## src/rtl/jk_mod_counter_if.sv

```systemverilog
// Control and status bundle for the JK modulo counter.
// The counter is the slave; the driver of en/up/load/din is the master.
interface jk_mod_counter_if #(
  parameter int WIDTH = 4
);
  logic             en;
  logic             up;
  logic             load;
  logic [WIDTH-1:0] din;
  logic [WIDTH-1:0] q;
  logic             tc;
  logic             wrap;
  logic [7:0]       wrap_cnt;

  modport master (
    output en, up, load, din,
    input  q, tc, wrap, wrap_cnt
  );

  modport slave (
    input  en, up, load, din,
    output q, tc, wrap, wrap_cnt
  );
endinterface

```

## src/rtl/jk_mod_counter.sv

```systemverilog
// Up/down modulo counter built from per-bit JK flip-flop equations,
// with parallel load, wrap pulse and saturating wrap counter.
module jk_mod_counter #(
  parameter int WIDTH   = 4,
  parameter int MODULUS = 10
) (
  input logic              clk,
  input logic              reset,
  jk_mod_counter_if.slave  bus
);

  localparam logic [WIDTH-1:0] MAX = WIDTH'(MODULUS - 1);
  localparam logic [WIDTH:0]   MODW = (WIDTH+1)'(MODULUS);

  logic [WIDTH-1:0] q_q, q_d;
  logic [WIDTH-1:0] j, k;
  logic [WIDTH-1:0] tgt, din_c;
  logic             wrap_q, wrap_d;
  logic [7:0]       cnt_q, cnt_d;
  logic             at_max, at_zero;
  logic             wrap_step;

  always_comb begin
    at_max  = (q_q == MAX);
    at_zero = (q_q == '0);
    din_c   = ({1'b0, bus.din} < MODW) ? bus.din : MAX;
    if (bus.up) tgt = at_max ? '0 : q_q + 1'b1;
    else        tgt = at_zero ? MAX : q_q - 1'b1;
    wrap_step = bus.en & ~bus.load & (bus.up ? at_max : at_zero);
    j = '0;
    k = '0;
    // count steps toggle exactly the bits that differ from the target
    if (bus.load) begin
      j = din_c;
      k = ~din_c;
    end else if (bus.en) begin
      j = q_q ^ tgt;
      k = q_q ^ tgt;
    end
    q_d    = (j & ~q_q) | (~k & q_q);
    wrap_d = wrap_step;
    cnt_d  = cnt_q;
    if (wrap_step && cnt_q != 8'hFF) cnt_d = cnt_q + 8'd1;
  end

  always_ff @(posedge clk) begin
    if (!reset) begin
      q_q    <= '0;
      wrap_q <= 1'b0;
      cnt_q  <= 8'd0;
    end else begin
      q_q    <= q_d;
      wrap_q <= wrap_d;
      cnt_q  <= cnt_d;
    end
  end

  assign bus.q        = q_q;
  assign bus.tc       = wrap_step;
  assign bus.wrap     = wrap_q;
  assign bus.wrap_cnt = cnt_q;

endmodule

```

## src/flat_wrapper.sv

```systemverilog
// flat-port wrapper written by rule: the top's interface ports become plain ports
module jk_mod_counter_flat 
#(
  parameter int WIDTH   = 4,
  parameter int MODULUS = 10
)
  (clk, reset, bus_en, bus_up, bus_load, bus_din, bus_q, bus_tc, bus_wrap, bus_wrap_cnt);
  jk_mod_counter_if #(.WIDTH(WIDTH)) bus_i ();
  input logic clk;
  input logic reset;
  input wire logic [$bits(bus_i.en)-1:0] bus_en;
  input wire logic [$bits(bus_i.up)-1:0] bus_up;
  input wire logic [$bits(bus_i.load)-1:0] bus_load;
  input wire logic [$bits(bus_i.din)-1:0] bus_din;
  output wire logic [$bits(bus_i.q)-1:0] bus_q;
  output wire logic [$bits(bus_i.tc)-1:0] bus_tc;
  output wire logic [$bits(bus_i.wrap)-1:0] bus_wrap;
  output wire logic [$bits(bus_i.wrap_cnt)-1:0] bus_wrap_cnt;
  assign bus_i.en = bus_en;
  assign bus_i.up = bus_up;
  assign bus_i.load = bus_load;
  assign bus_i.din = bus_din;
  assign bus_q = bus_i.q;
  assign bus_tc = bus_i.tc;
  assign bus_wrap = bus_i.wrap;
  assign bus_wrap_cnt = bus_i.wrap_cnt;
  jk_mod_counter #(.WIDTH(WIDTH), .MODULUS(MODULUS)) u_core (.clk(clk), .reset(reset), .bus(bus_i));
endmodule
```

## config.mk

```make
export PLATFORM = sky130hd
export DESIGN_NAME = jk_mod_counter_flat
export DESIGN_NICKNAME = d
export VERILOG_FILES = /design/src/rtl/jk_mod_counter_if.sv /design/src/rtl/jk_mod_counter.sv /design/src/flat_wrapper.sv
export SDC_FILE = /design/constraint.sdc
export NUM_CORES = 1
export LEC_CHECK = 0
export ABC_AREA = 1
export BUFFER_PORTS_ARGS = -buffer_cell sky130_fd_sc_hd__buf_2
export CORE_UTILIZATION = 46
export DETAILED_ROUTE_END_ITERATION = 6
export PLACE_DENSITY = 0.8
export SYNTH_ARGS = -nofsm -noshare
export SYNTH_HDL_FRONTEND = slang
export SYNTH_SLANG_ARGS = --single-unit
```

## constraint.sdc

```tcl
create_clock -name clk -period 1.5 [get_ports clk]
set_clock_uncertainty 0.05 [all_clocks]
set_input_delay 0.225 -clock clk [delete_from_list [all_inputs] [get_ports clk]]
set_output_delay 0.225 -clock clk [all_outputs]
set_load 0.05 [all_outputs]
```

==> flow_summary.ini <==
[status]
outcome = complete, but fails checks
violations = negative setup slack

[floorplan]
initial_utilization_pct = 50.60
core_sq_um = 1783
rows = 15
fp.dieH_um = 46.29
fp.dieArea_sq_um = 2142
die_width_um = 46.29
io_pins = 23

[synthesis]
ys_ff_latch = 13
yosys_warnings = 0
synth_edf_count = 0
synth_common_cells = nand2_1, inv_1, dfxtp_1
synth_top_cell_by_area = dfxtp_1
synth_top_area_share_pct = 28.85
synth.yosys.seq_area_share_pct = 28.85
syn_inst = 128
synth_area_leaders = dfxtp_1, nand2_1, a21oi_1
async_reset_ff_share_pct = 0
yosysUniqueCellTypes = 23
syn-cell-area_sq_um = 902.1
synthMostInstantiatedCell = nand2_1
yosys_most_used_dff = dfxtp_1
syn_nets = 141
avgSynthCellArea_sq_um = 7.048

[setup_path]
crit_required_ps = 1220
start_kind = flop
setup.worst_path.end_class = output port
worstSetupPathType = flop to output port
worst-path-max-fanout = 3
cp.arrival_ps = 1320

[clock_tree]
cts.sinks = 13
root_buffer = clkbuf_4
cts_buffers = 3
clk_pin_slew_ps = 70
cts_tree = done
holdBufCountCts = 0
clockBufferDepth = 2
h-tree-depth = 1
insertion_delay_ps = 280

[timing]
hold_viol_final = 0
fin_ws_ps = -98.54
rsz0062_at_grt = yes
slew_headroom_pct = 83.38
setup_viol_count_final = 9
max_freq_mhz = 625.6
finalCritPeriodShare_pct = 106.6
tightestPinTransition_ps = 246.7
period_needed_ps = 1599
drv_slew = 0

[layout]
drive_above_1_share_pct = 43.29
fin_nets = 178
antenna_cells = 0
area_growth_pct = 37.86
final_cell_area_sq_um = 1244
stdcell_count = 189
nFillCells = 145

[power_and_ir_drop]
combPwrFrac_pct = 31.8
powerDensity_nw_per_um2 = 700.4
ir_drop_uv = 500.4
swShare_pct = 34.52
pwr-share-seq_pct = 43.3
p_switching_mw = 0.3007
p_leak_nw = 0.5849
p_int_mw = 0.5704
clockPowerShare_pct = 24.9

[detailed_routing]
drtPass1Iterations = 4
vias = 1001
routed.top_layer = met4
detail-route-antenna-nets = 0
wire_per_inst_um = 12.23
drc = 0
drt_iter0_drc = 31
met2_length_um = 1137
wl_met3_um = 195
wirelength_um = 2312
met1_length_um = 929
via_per_inst = 5.296

[min_path]
hp-class = input port to flop

[place]
io_buffers = 22
gp_congestion = 0.9051
dp_slack_ps = -18.92
dp_hpwl_um = 1600
placed_cell_area_sq_um = 1095
placed_cells = 176

[global_route]
grt_antenna_before_repair = 0
grt_pass1_wl_um = 3594
grt_pass1_vias = 864
globalRouteOverflowTotal = 0
gr-usage-all-layers_pct = 23.74
grt_max_degree = 10

[run]
drv_cap = 0
stage by stage:
step                TNS, ps  total power [mW]  utilization (%)  hold WS (ps)
global placement          0            0.5924            61.40         429.1
global route          -1269            0.9152            69.75         185.3
detailed placement   -18.92            0.6003            61.40         441.2
finish               -450.2            0.8711            69.75         167.6
CTS                  -89.72            0.8483            67.65         166.3
floorplan            -10.99            0.5378                -         290.3
cell type report:
cell class / instances / area [sq um] / share of cell area (%)
Timing Repair Buffer: 34 / 214.0 / 17.20
Tap cell: 25 / 31.28 / 2.515
Sequential cell: 13 / 275.3 / 22.13
Clock buffer: 4 / 26.28 / 2.113
Multi-Input combinational cell: 94 / 614.3 / 49.40
Inverter: 19 / 82.58 / 6.640
layer usage:
metal / track usage (%) / vias to the layer above
met4: 12.94 / 0
met5: 0 / -
met1: 30.79 / 456
li1: - / 490
met2: 37.75 / 47
met3: 3.137 / 8
power by group through the flow:
stage                     sequential, mW  clock (mW)  combinational [mW]
after global routing               0.379       0.238               0.298
final                              0.377       0.217               0.277
after detailed placement           0.382           0               0.219
after global placement             0.381           0               0.212
after CTS                          0.375       0.220               0.253
after floorplan                    0.423           0               0.115
placed cells by master (no fill, tap or decap), types with 5 or more instances in the layout:
cell type | netlist | layout
a21oi_1 | 12 | 11
buf_2 | 0 | 21
buf_4 | 2 | 11
dfxtp_1 | 13 | 5
dfxtp_2 | 0 | 6
inv_1 | 15 | 12
nand2_1 | 28 | 25
nand2_2 | 3 | 5
nand3_1 | 11 | 11
nor2_1 | 10 | 9
cells by family (layout without fill, tap and decap cells):
group | Yosys count | count (layout) | synth area share [%]
DFF | 13 | 13 | 28.85
xor gates and xnor gates | 4 | 4 | 3.884
buffers and inverters | 21 | 57 | 9.569
AOI/OAI and AO/OA | 22 | 22 | 12.76
adders and majority gates | 4 | 4 | 5.548
and+or+nand+nor | 64 | 64 | 39.39
critical path, cell delays in order, from the launching register on:
cell	delay [ps]
dfxtp_4	380
inv_6	50
ha_4	160
nand3_4	80
nand2_2	60
nand3_4	80
clkinvlp_4	90
buf_8	150
flip-flops by register name (all words and copies together), names as in the netlist:
register,count
u_core.bus.wrap_cnt,8
u_core.bus.q,4
u_core.bus.wrap,1
final timing paths:
kind                                                          start                                   to  slack (ps)  depth (start not counted)
worst max-delay path                     u_core.bus.q[1]$_SDFF_PN0_                               bus_tc        -100                          7
worst min-delay path                                          reset           u_core.bus.q[2]$_SDFF_PN0_         170                          3
worst max register to register           u_core.bus.q[0]$_SDFF_PN0_  u_core.bus.wrap_cnt[6]$_SDFFE_PN0P_         -60                          8
worst min register to register  u_core.bus.wrap_cnt[5]$_SDFFE_PN0P_  u_core.bus.wrap_cnt[5]$_SDFFE_PN0P_         450                          2
what timing repair did:
action / CTS / global route
hold endpoints to repair: 0 / 0
setup endpoints to repair: 2 / 11
gates resized for setup: 12 / 5
setup buffers: 7 / 3
pin swaps: 5 / 4
Power figures use the tool's default switching activity.
